**src/rtl/imm_extend_pipe_if.sv**
```systemverilog
// Handshake bundle for imm_extend_pipe: request side (in_*) and result side (out_*).
// The slave modport is the unit itself; master is whoever drives requests and consumes results.
interface imm_extend_pipe_if #(
  parameter int IN_W    = 3,
  parameter int OUT_W   = 8,
  parameter int SHAMT_W = 3
) ();

  logic               in_valid;
  logic               in_ready;
  logic [IN_W-1:0]    in_data;
  logic [1:0]         in_mode;
  logic [SHAMT_W-1:0] in_shamt;

  logic               out_valid;
  logic               out_ready;
  logic [OUT_W-1:0]   out_data;
  logic               out_ovf;
  logic               out_neg;

  modport master (
    output in_valid, in_data, in_mode, in_shamt, out_ready,
    input  in_ready, out_valid, out_data, out_ovf, out_neg
  );

  modport slave (
    input  in_valid, in_data, in_mode, in_shamt, out_ready,
    output in_ready, out_valid, out_data, out_ovf, out_neg
  );

endinterface

```
**src/rtl/imm_extend_pipe.sv**
```systemverilog
// Immediate-extension unit: widens an IN_W-bit immediate to OUT_W bits in one of four modes
// and queues the results in a 2-entry in-order output buffer with valid/ready on both sides.
module imm_extend_pipe #(
  parameter int IN_W    = 3,
  parameter int OUT_W   = 8,
  parameter int SHAMT_W = 3
) (
  input logic              clk,
  input logic              rst,
  imm_extend_pipe_if.slave bus
);

  if (IN_W < 1 || IN_W > OUT_W) begin : g_bad_width
    $error("imm_extend_pipe: IN_W must satisfy 1 <= IN_W <= OUT_W");
  end

  typedef struct packed {
    logic [OUT_W-1:0] data;
    logic             ovf;
    logic             neg;
  } entry_t;

  typedef enum logic [1:0] {
    EMPTY = 2'd0,
    ONE   = 2'd1,
    FULL  = 2'd2
  } state_e;

  state_e           state_q, state_d;
  entry_t           head_q, head_d;
  entry_t           tail_q, tail_d;
  entry_t           new_entry;

  logic [OUT_W-1:0] s_ext;
  logic [OUT_W-1:0] shl_res;
  logic             shl_ovf;
  logic [OUT_W-1:0] res;
  logic             res_ovf;
  logic             push;
  logic             pop;

  // ---------------------------------------------------------------------------
  // Result computation (purely combinational from the request bus)
  // ---------------------------------------------------------------------------
  assign s_ext = OUT_W'($signed(bus.in_data));

  // Overflow means the shift lost significant bits: shifting back arithmetically
  // must reproduce the sign-extended operand.
  always_comb begin
    // NOTE: every variable gets a default before any branch so no latch is inferred.
    shl_res = '0;
    shl_ovf = 1'b0;
    if (32'(bus.in_shamt) >= OUT_W) begin
      shl_ovf = |s_ext;
    end else begin
      shl_res = s_ext << bus.in_shamt;
      shl_ovf = ($signed(shl_res) >>> bus.in_shamt) != $signed(s_ext);
    end
  end

  always_comb begin
    res     = '0;
    res_ovf = 1'b0;
    case (bus.in_mode)
      2'b00:   res = OUT_W'(bus.in_data);
      2'b01:   res = s_ext;
      2'b10: begin
        res     = shl_res;
        res_ovf = shl_ovf;
      end
      default: res = OUT_W'(bus.in_data) << (OUT_W - IN_W);
    endcase
  end

  assign new_entry = '{data: res, ovf: res_ovf, neg: res[OUT_W-1]};

  // ---------------------------------------------------------------------------
  // Output buffer: head register feeds the outputs directly, tail holds the
  // second entry. Head is left untouched when the last entry pops so the
  // outputs keep showing the most recently popped result.
  // ---------------------------------------------------------------------------
  assign push = bus.in_valid && bus.in_ready;
  assign pop  = bus.out_valid && bus.out_ready;

  always_comb begin
    state_d = state_q;
    head_d  = head_q;
    tail_d  = tail_q;
    case (state_q)
      EMPTY: begin
        if (push) begin
          head_d  = new_entry;
          state_d = ONE;
        end
      end
      ONE: begin
        if (push && pop) begin
          head_d = new_entry;
        end else if (push) begin
          tail_d  = new_entry;
          state_d = FULL;
        end else if (pop) begin
          state_d = EMPTY;
        end
      end
      FULL: begin
        if (pop) begin
          head_d  = tail_q;
          state_d = ONE;
        end
      end
      default: state_d = EMPTY;
    endcase
  end

  // NOTE: both buffer slots are reset as well; the outputs must read zero during reset.
  always_ff @(posedge clk or posedge rst) begin
    if (rst) begin
      // NOTE: sequential state uses non-blocking assignments so all flops update together.
      state_q <= EMPTY;
      head_q  <= '0;
      tail_q  <= '0;
    end else begin
      state_q <= state_d;
      head_q  <= head_d;
      tail_q  <= tail_d;
    end
  end

  // Ready depends only on buffer occupancy and reset, never on out_ready.
  assign bus.in_ready  = !rst && (state_q != FULL);
  assign bus.out_valid = (state_q != EMPTY);
  assign bus.out_data  = head_q.data;
  assign bus.out_ovf   = head_q.ovf;
  assign bus.out_neg   = head_q.neg;

endmodule

```
**src/flat_wrapper.sv**
```systemverilog
// flat-port wrapper written by rule: the top's interface ports become plain ports
module imm_extend_pipe_flat 
#(
  parameter int IN_W    = 3,
  parameter int OUT_W   = 8,
  parameter int SHAMT_W = 3
)
  (clk, rst, bus_in_valid, bus_in_data, bus_in_mode, bus_in_shamt, bus_out_ready, bus_in_ready, bus_out_valid, bus_out_data, bus_out_ovf, bus_out_neg);
  imm_extend_pipe_if #(.IN_W(IN_W), .OUT_W(OUT_W), .SHAMT_W(SHAMT_W)) bus_i ();
  input logic clk;
  input logic rst;
  input wire logic [$bits(bus_i.in_valid)-1:0] bus_in_valid;
  input wire logic [$bits(bus_i.in_data)-1:0] bus_in_data;
  input wire logic [$bits(bus_i.in_mode)-1:0] bus_in_mode;
  input wire logic [$bits(bus_i.in_shamt)-1:0] bus_in_shamt;
  input wire logic [$bits(bus_i.out_ready)-1:0] bus_out_ready;
  output wire logic [$bits(bus_i.in_ready)-1:0] bus_in_ready;
  output wire logic [$bits(bus_i.out_valid)-1:0] bus_out_valid;
  output wire logic [$bits(bus_i.out_data)-1:0] bus_out_data;
  output wire logic [$bits(bus_i.out_ovf)-1:0] bus_out_ovf;
  output wire logic [$bits(bus_i.out_neg)-1:0] bus_out_neg;
  assign bus_i.in_valid = bus_in_valid;
  assign bus_i.in_data = bus_in_data;
  assign bus_i.in_mode = bus_in_mode;
  assign bus_i.in_shamt = bus_in_shamt;
  assign bus_i.out_ready = bus_out_ready;
  assign bus_in_ready = bus_i.in_ready;
  assign bus_out_valid = bus_i.out_valid;
  assign bus_out_data = bus_i.out_data;
  assign bus_out_ovf = bus_i.out_ovf;
  assign bus_out_neg = bus_i.out_neg;
  imm_extend_pipe #(.IN_W(IN_W), .OUT_W(OUT_W), .SHAMT_W(SHAMT_W)) u_core (.clk(clk), .rst(rst), .bus(bus_i));
endmodule
```
**config.mk**
```make
export PLATFORM = sky130hd
export DESIGN_NAME = imm_extend_pipe_flat
export DESIGN_NICKNAME = d
export VERILOG_FILES = /design/src/rtl/imm_extend_pipe_if.sv /design/src/rtl/imm_extend_pipe.sv /design/src/flat_wrapper.sv
export SDC_FILE = /design/constraint.sdc
export NUM_CORES = 1
export LEC_CHECK = 0
export CORE_ASPECT_RATIO = 1.25
export CORE_UTILIZATION = 46
export DETAILED_ROUTE_END_ITERATION = 8
export PLACE_DENSITY = 0.77
export SYNTH_ARGS = -nofsm -noshare
export SYNTH_HDL_FRONTEND = slang
export SYNTH_SLANG_ARGS = --single-unit
```
**constraint.sdc**
```tcl
create_clock -name clk -period 1.4 [get_ports clk]
set_clock_uncertainty 0.1 [all_clocks]
set_input_delay 0.21 -clock clk [delete_from_list [all_inputs] [get_ports clk]]
set_output_delay 0.21 -clock clk [all_outputs]
set_load 0.01 [all_outputs]
```
======== After elaboration in Yosys (flattened, before gate mapping) ========
Index checks and enable logic that the tools add are counted.
word-level totals
  logic and storage cells ................. 45
  input bits .............................. 12
  output and inout bits ................... 12
  flip-flop bits (word level) ............. 22
operators by class
  bitwise logic cells ..................... 1
  equality and inequality tests ........... 11
  shift operators ......................... 2
  multiplexer cells ....................... 12
  reductions and logical operators ........ 12
operators with widths
  kind                number
  $mux 10             3
  $pmux 10 s3         1
  $pmux 8 s3          1
  $mux 2              5
  $ne 8x3->1          1
  $reduce_and 4->1    2
  $shl 8x3->8         1
  $sshr 8x3->8        1
  $ne 2x1->1 const B  3
  $pmux 2 s3          1
  $eq 2x1->1 const B  2
  $eq 2x2->1 const B  2
  $logic_and 1x1->1   4
  $logic_not 2->1     2
  $ne 2x2->1 const B  2
  $ne 3x1->1 const B  1
  $reduce_and 3->1    1
  $reduce_bool 3->1   1
  $reduce_bool 2->1   1
  $logic_not 1->1     1
  $mux 1              1
  $not 1->1           1

======== Logic depth before layout (Yosys ltp) ========
Gate-level depths: netlist of run 1.
  word-level depth ........................ 6
  depth in mapped cells ................... 7
  mapped depth without buffers ............ 4

======== Least setup slack after synthesis of run 1 ========
OpenSTA, ideal clock, no wires.
  path kind ............................... register -> register
  start point ............................. register u_core.state_q[1]
  end point ............................... register u_core.head_q (netlist bit u_core.bus.out_data[0])
  path slack .............................. -0.178 ns
  path buffers ............................ 3
  setup time .............................. 0.126 ns
  stages on the path, launching flop included .. 8
  arrival time ............................ 1.352 ns
  period minus slack after synthesis ...... 1.578 ns
  data required time ...................... 1.174 ns
  cells stage by stage .................... dfrtp_1 nor2b_4 buf_6 a221o_1 buf_6 buf_6 nor2_1 a31oi_1
on the way
  word-level cells in the longest chain between the ends .. 6
  elaborated cells between the ends (all ways) .. 15
  those cells by class .................... eq/ne (6); mux (1); reduce/logical (8)
ends and longest elaborated chain
  what                        line                    RTL
  start, declared             imm_extend_pipe.sv:29   state_e state_q, state_d;
  start signal, assigned      imm_extend_pipe.sv:124  state_q <= state_d;
  $ne 2x2->1                  imm_extend_pipe.sv:131  assign bus.in_ready = !rst && (state_q != FULL);
  $logic_and 1x1->1           imm_extend_pipe.sv:131
  $logic_and 1x1->1           imm_extend_pipe.sv:82   assign push = bus.in_valid && bus.in_ready;
  $logic_and 1x1->1           imm_extend_pipe.sv:97   if (push && pop) begin
  $ne 2x1->1 (no line)        -
  $reduce_and 4->1 (no line)  -
  end signal, assigned        imm_extend_pipe.sv:121  head_q <= '0;
  end signal, assigned        imm_extend_pipe.sv:125  head_q <= head_d;
  end, declared               imm_extend_pipe.sv:30   entry_t head_q, head_d;
Parallel ways exist; a longest one is shown, timed or not.
A chain may end at the register's enable or synchronous reset.

======== Final worst setup path of run 1 ========
  start point ............................. register u_core.state_q[1]
  end point ............................... register u_core.head_q (netlist bit u_core.bus.out_data[5])
Same word-level chain as after synthesis.

==> metrics.txt, run 1 <==
outcome=finished with violations; failing checks=setup timing; HP Class=in2async; multi-input logic area=740.7 sq um; post-synthesis mux area share=0.06487; Critical Path RT=roughly 1.5 ns; P_leak=a little over 0.8 nW; DR WL/cell=13.90 microns; Worst Setup Path Type=reg2reg; Final period util=1.173; layout cells sized above 1=0.3421; Post-synth EDFFs=0; Iter 0 DRT Violations=27; Fill cells=about 190; XOR/XNOR Fraction of Synth Area=0; row cnt=20; Worst-path clk slew=0.10 ns; Fmax=609.1 MHz; CTS Buf Count=3; Final Worst Setup Slack=-0.2418 ns; Compound-Gate Fraction of Synth Area=0.2196; worst-path cell chain=buf_6, nor2b_4, a221o_1, buf_6, and2_4, a21oi_2; Pwr Total=0.001834 W; Die X=48.70 microns; core footprint=~2500 sq um; CP Launch Type=flip-flop; slowest stage delay, CP=~0.4 ns; vias in the first global route=1,179; post-route ant nets=0; # diodes=0; Yosys reg bits=20; worst skew pair latency=just under 0.3 ns; Detailed Route WL=slightly above 3000 microns; Longest Clk Path Bufs=2; via count=about 1,200; # IOs=24; Max IR drop VDD=about 0.76 mV; Post-Syn Area per Cell=approximately 8.8 sq um; post-synthesis cell type count=40; root buf cell=clkbuf_4; Worst-Margin Slew=~0.34 ns; Synth Cell Area=1254 sq um; Worst slew margin=0.7724; Layout area overhead=45.71%; placed wire-length estimate=~2200 microns; fin crit period=between 1.5 and 2 ns; asr flop ratio synth=1.000; simple-gate share of the synthesized area=0.2345; largest family of logic cells by synthesized area=simple AND/OR/NAND/NOR gates; Hold Vio Cnt, Final=0; CP Data Arrival Time=1.77 ns; total track usage=0.2306; fin. max-slew vios=0; Routability Congestion=0.8364; Die Area=2940 sq um; sequential share of the synthesized area=0.3992; Max FO, Critical Path=4; Cell Pwr Density=approximately 1000 nW/um^2; drc violations=0; drt pass-1 iters=4; max capacitance violation total=0; CTS tree=done; RSZ-0062 raised after global routing=yes; synth warn=0; Adder-Cell Fraction of Synth Area=0; I/O Buffers=23; CTS sink count=20; Post-Syn Instances=around 140; register area=~500 sq um; Primary FF master, synth=dfrtp_1; most used cell, CP=buf_6; first-pass GRT wire length=between 5000 and 6000 microns; antenna violations before repair=0; initial core utilization=0.5010; vias per inst=5.502; htree depth=1; slowest cell on the critical path=dfrtp_1; WHS=approximately 0.27 ns; fin nets=roughly 200; DIE HEIGHT=a little over 60 microns; final setup violation count=18; gr ovfl total=0; CP endpoint kind=flip-flop; pin count of the biggest net entering global routing=21; Syn Nets=between 150 and 200
metal layers:
| layer | vias to the layer above | wire (microns) | global-route usage |
|---|---|---|---|
| li1 | 604 | - | - |
| met4 | 0 | 50 | 0.1050 |
| met1 | 582 | 1325 | 0.2875 |
| met3 | 6 | 83 | 0.01003 |
| met5 | - | 0 | 0 |
| met2 | 35 | 1640 | 0.4206 |
critical path, delay by kind of cell, from the launching register on:
kind	cells	cell delay, ns
flops	1	0.41
compound gates	2	0.49
simple gates	2	0.30
buf+inv	2	0.27
through the flow:
stage                 util  TNS [ns]  std cells  setup WS, ns  cell area [sq um]
finish              0.7300    -2.293        223       -0.2418               1827
global route        0.7300    -3.346        223       -0.2686               1827
global placement    0.6645    -7.427        213       -0.4666               1663
CTS                 0.7155    -2.088        224       -0.2087               1790
floorplan                -    -1.159        142       -0.1473               1261
detailed placement  0.6645    -8.192        213       -0.5140               1663
layout by cell type, fill, tap and decap left out, drive strengths merged, types with 3 or more instances in the layout:
cell type      netlist  routed
o22ai                3       3
clkdlybuf4s50        0       7
nor2b                5       5
dlygate4sd2          0      14
inv                  6       6
a211oi               4       4
a21oi                8       8
dfrtp               20      20
a31oi                5       5
nand3                4       4
or2b                 4       4
clkbuf               4       3
mux2i                7       7
o21ai               13      13
nand2               17      17
nor2                 8       8
nand3b               3       3
buf                  9      37
worst paths after layout:
path	start	end	slack (ns)	cells past startpoint
worst min register to register	u_core.tail_q[6]$_DFFE_PP0P_	u_core.tail_q[6]$_DFFE_PP0P_	0.39	2
worst max-delay path	u_core.state_q[1]$_DFFE_PP0P_	u_core.bus.out_data[5]$_DFFE_PP0P_	-0.24	6
min in group clk	u_core.tail_q[6]$_DFFE_PP0P_	u_core.tail_q[6]$_DFFE_PP0P_	0.39	2
worst max register to register	u_core.state_q[1]$_DFFE_PP0P_	u_core.bus.out_data[5]$_DFFE_PP0P_	-0.24	6
worst min-delay path	rst	u_core.bus.out_data[7]$_DFFE_PP0P_	0.27	3
max in group asynchronous	rst	u_core.state_q[0]$_DFFE_PP0P_	0.70	3
cell type report:
cell class	instances	share of cell area
clock buffer	3	0.01233
inverter	6	0.01233
multi-input combinational	103	0.4055
sequential	20	0.2747
tap	33	0.02260
timing repair buffer	58	0.2726
synth_stat cells, types with 5 or more instances:
cell type / instances / share of area
mux2i_1: 7 / 0.056
inv_1: 6 / 0.018
nand2_1: 17 / 0.051
a21oi_1: 7 / 0.028
a31oi_1: 5 / 0.025
dfrtp_1: 20 / 0.40
o21ai_0: 12 / 0.048
nor2_1: 8 / 0.024
kinds of logic after synthesis:
family / Yosys count
AND/OR/NAND/NOR: 52
AO/OA/AOI/OAI: 43
flip-flops: 20
buffers and inverters: 19
multiplexers: 8
where the power goes:
group          internal [W]  leakage (nW)  switching [W]  total [W]
Clock              0.000100        0.0138       0.000162   0.000262
Sequential         0.000734         0.250      0.0000885   0.000823
Combinational      0.000388         0.553       0.000361   0.000750
Total               0.00122         0.817       0.000612    0.00183
flip-flops by register name, summed over array words and instances, names as in the netlist:
register             flops
u_core.bus.out_data      8
u_core.bus.out_ovf       1
u_core.state_q           2
u_core.tail_q            9
repair_timing:
action	4_1_cts	5_1_grt
endpoints found under the setup margin	29	21
gates resized for setup	41	15
cloned	0	0
pin swaps	6	3
hold buffers	0	0
buffers inserted	8	0
(Power assumes the default switching activity.)
==> inputs of run 2 (changes only) <==
CAP_MARGIN = 20   (was unset)
PLACE_DENSITY = unset   (was 0.77)
PLACE_DENSITY_LB_ADDON = 0.15   (was unset)
==> run 2 against run 1 <==
- the run still ends with setup timing left
- sequential share of layout area fell by 0.20 points
- flip-flop and latch count stayed put
- combinational power grew 1%
- setup slack gained 0.065 ns
- clock-buffer cell count rose by 1
==> metrics.txt, run 2 (same netlist as run 1, synthesis figures left out) <==
outcome=finished with violations; max capacitance violation total=0 (unchanged); placed wire-length estimate=2168 microns (-1.8%); hold-fix buffers at CTS=0 (unchanged); DIE HEIGHT=60.37 microns (unchanged); Routability Congestion=0.8828 (+5.5%); Die Area=2940 sq um (unchanged); Critical Path RT=1.49 ns (-0.04 ns); CTS Buf Count=3 (unchanged); Longest Clk Path Bufs=2 (unchanged); largest reg by FF count=u_core.tail_q; worst skew pair latency=0.29 ns (about the same); Max FO, Critical Path=8 (+4); Worst slew margin=0.7795 (+0.007110); CP Data Arrival Time=1.66 ns (-0.11 ns); CP endpoint kind=flip-flop; P_leak=0.8221 nW (+0.63%); Detailed Route WL=3169 microns (+2.2%); RSZ-0062 raised after global routing=yes; Final period util=1.126 (-0.04669); Worst-Margin Slew=0.3288 ns (-0.008368 ns); highest metal used=met4; CTS sink count=20 (unchanged); I/O Buffers=23 (unchanged); DR WL/cell=14.21 microns (+2.2%); fin nets=203 (-0.49%); vias per inst=5.520 (+0.33%); core footprint=2502 sq um (unchanged); root buf cell=clkbuf_4; fin crit period=1.576 ns (-0.06537 ns); fin. max-slew vios=0 (unchanged); WHS=0.1271 ns (-0.1459 ns); Cell Pwr Density=1041 nW/um^2 (+3.7%); CTS tree=done; R2R setup slack=-0.18 ns (+0.07 ns); CP Launch Type=flip-flop; drt pass-1 iters=4 (unchanged); row cnt=20 (unchanged); drc violations=0 (unchanged); gr ovfl total=0 (unchanged); initial core utilization=0.5010 (unchanged); Fill cells=198 (+3.1%); Final Worst Setup Slack=-0.1764 ns (+0.06537 ns); Hold Vio Cnt, Final=0 (unchanged); number of flip-flops in the largest register=9 (unchanged); Fmax=634.3 MHz (+4.1%); vias in the first global route=1,257 (+6.6%); post-route ant nets=0 (unchanged); most common cell after layout, fill and taps aside=buf_4; wire length on met3=119 microns (+43%); Worst-path clk slew=0.11 ns (about the same); wire length on met1=1305 microns (-1.5%); # IOs=24 (unchanged); Worst Setup Path Type=reg2reg; post-placement cell count=212 (-0.47%); DR WL met2=1675 microns (+2.1%); register area=500.5 sq um (-0.25%); Die X=48.70 microns (unchanged); total track usage=0.2390 (+0.008309); final std cells w/o fill=223 (unchanged); failing checks=setup timing; via count=1,231 (+0.33%); first-pass GRT wire length=5361 microns (+2.9%); # diodes=0 (unchanged); multi-input logic area=754.5 sq um (+1.9%); antenna violations before repair=0 (unchanged); layout cells sized above 1=0.3579 (+0.01579); Iter 0 DRT Violations=32 (+19%); Max IR drop VDD=0.6592 mV (-13%); pin count of the biggest net entering global routing=21 (unchanged); final setup violation count=13 (-5); commonest non-fill, non-tap cells in the layout=buf_4, dfrtp_1, nand2_1; Layout area overhead=46.41%; HP Class=in2async; htree depth=1 (unchanged)
run 2: through the flow:
step                setup WS [ns]  TNS, ns  utilization  power [W]  cell area, sq um
finish                    -0.1764   -1.562       0.7335   0.001912              1836
global route              -0.2237   -2.576       0.7335   0.002023              1836
CTS                       -0.1419   -1.215       0.7195   0.001867              1800
detailed placement        -0.5235   -8.489       0.6615   0.001529              1655
global placement          -0.4876   -7.941       0.6615   0.001505              1655
floorplan                 -0.1473   -1.159            -   0.001197              1261
run 2: timing repair:
| item | 4_1_cts | 5_1_grt |
|---|---|---|
| buffers inserted | 4 | 2 |
| gates resized for setup | 52 | 7 |
| cloned | 1 | 0 |
| pin swaps | 7 | 2 |
| endpoints found under the setup margin | 28 | 20 |
run 2: routing by layer:
metal / global-route usage / vias up
met2: 0.4405 / 39
met4: 0.1345 / 0
met5: 0 / -
met3: 0.02757 / 9
li1: - / 608
met1: 0.2737 / 575
run 2: final cells by class:
| class | instances | share of cell area |
|---|---|---|
| tap | 33 | 0.02249 |
| clock buffer | 4 | 0.01977 |
| timing repair buffer | 57 | 0.2618 |
| multi-input combinational | 103 | 0.4110 |
| sequential | 20 | 0.2727 |
| inverter | 6 | 0.01227 |
run 2: path summary, 6_finish.rpt:
kind                                                     from                            endpoint  cells after the start
worst max-delay path            u_core.state_q[1]$_DFFE_PP0P_  u_core.bus.out_data[0]$_DFFE_PP0P_                      6
worst min-delay path                                      rst  u_core.bus.out_data[1]$_DFFE_PP0P_                      4
worst max register to register  u_core.state_q[1]$_DFFE_PP0P_  u_core.bus.out_data[0]$_DFFE_PP0P_                      6
worst min register to register   u_core.tail_q[7]$_DFFE_PP0P_        u_core.tail_q[7]$_DFFE_PP0P_                      2
max in group asynchronous                                 rst       u_core.state_q[1]$_DFFE_PP0P_                      4
min in group clk                 u_core.tail_q[7]$_DFFE_PP0P_        u_core.tail_q[7]$_DFFE_PP0P_                      2
run 2: power by group:
group / internal [W] / switching [W]
Clock: 0.000158 / 0.000168
Combinational: 0.000401 / 0.000359
Sequential: 0.000733 / 0.0000929
Total: 0.00129 / 0.000619
run 2: critical path, stage by stage (launching register included):
cell and delay [ns]:
dfrtp_1 0.41, nor2_2 0.07, buf_4 0.13, a221o_2 0.46
buf_6 0.18, nor2_2 0.08, a31oi_1 0.04
==> inputs of run 3 (changes only) <==
ABC_CLOCK_PERIOD_IN_PS = 1400   (was unset)
CAP_MARGIN = 10   (was 20)
==> results of run 3 <==
No change in the layout: final DEF, timing and power equal those of run 2.
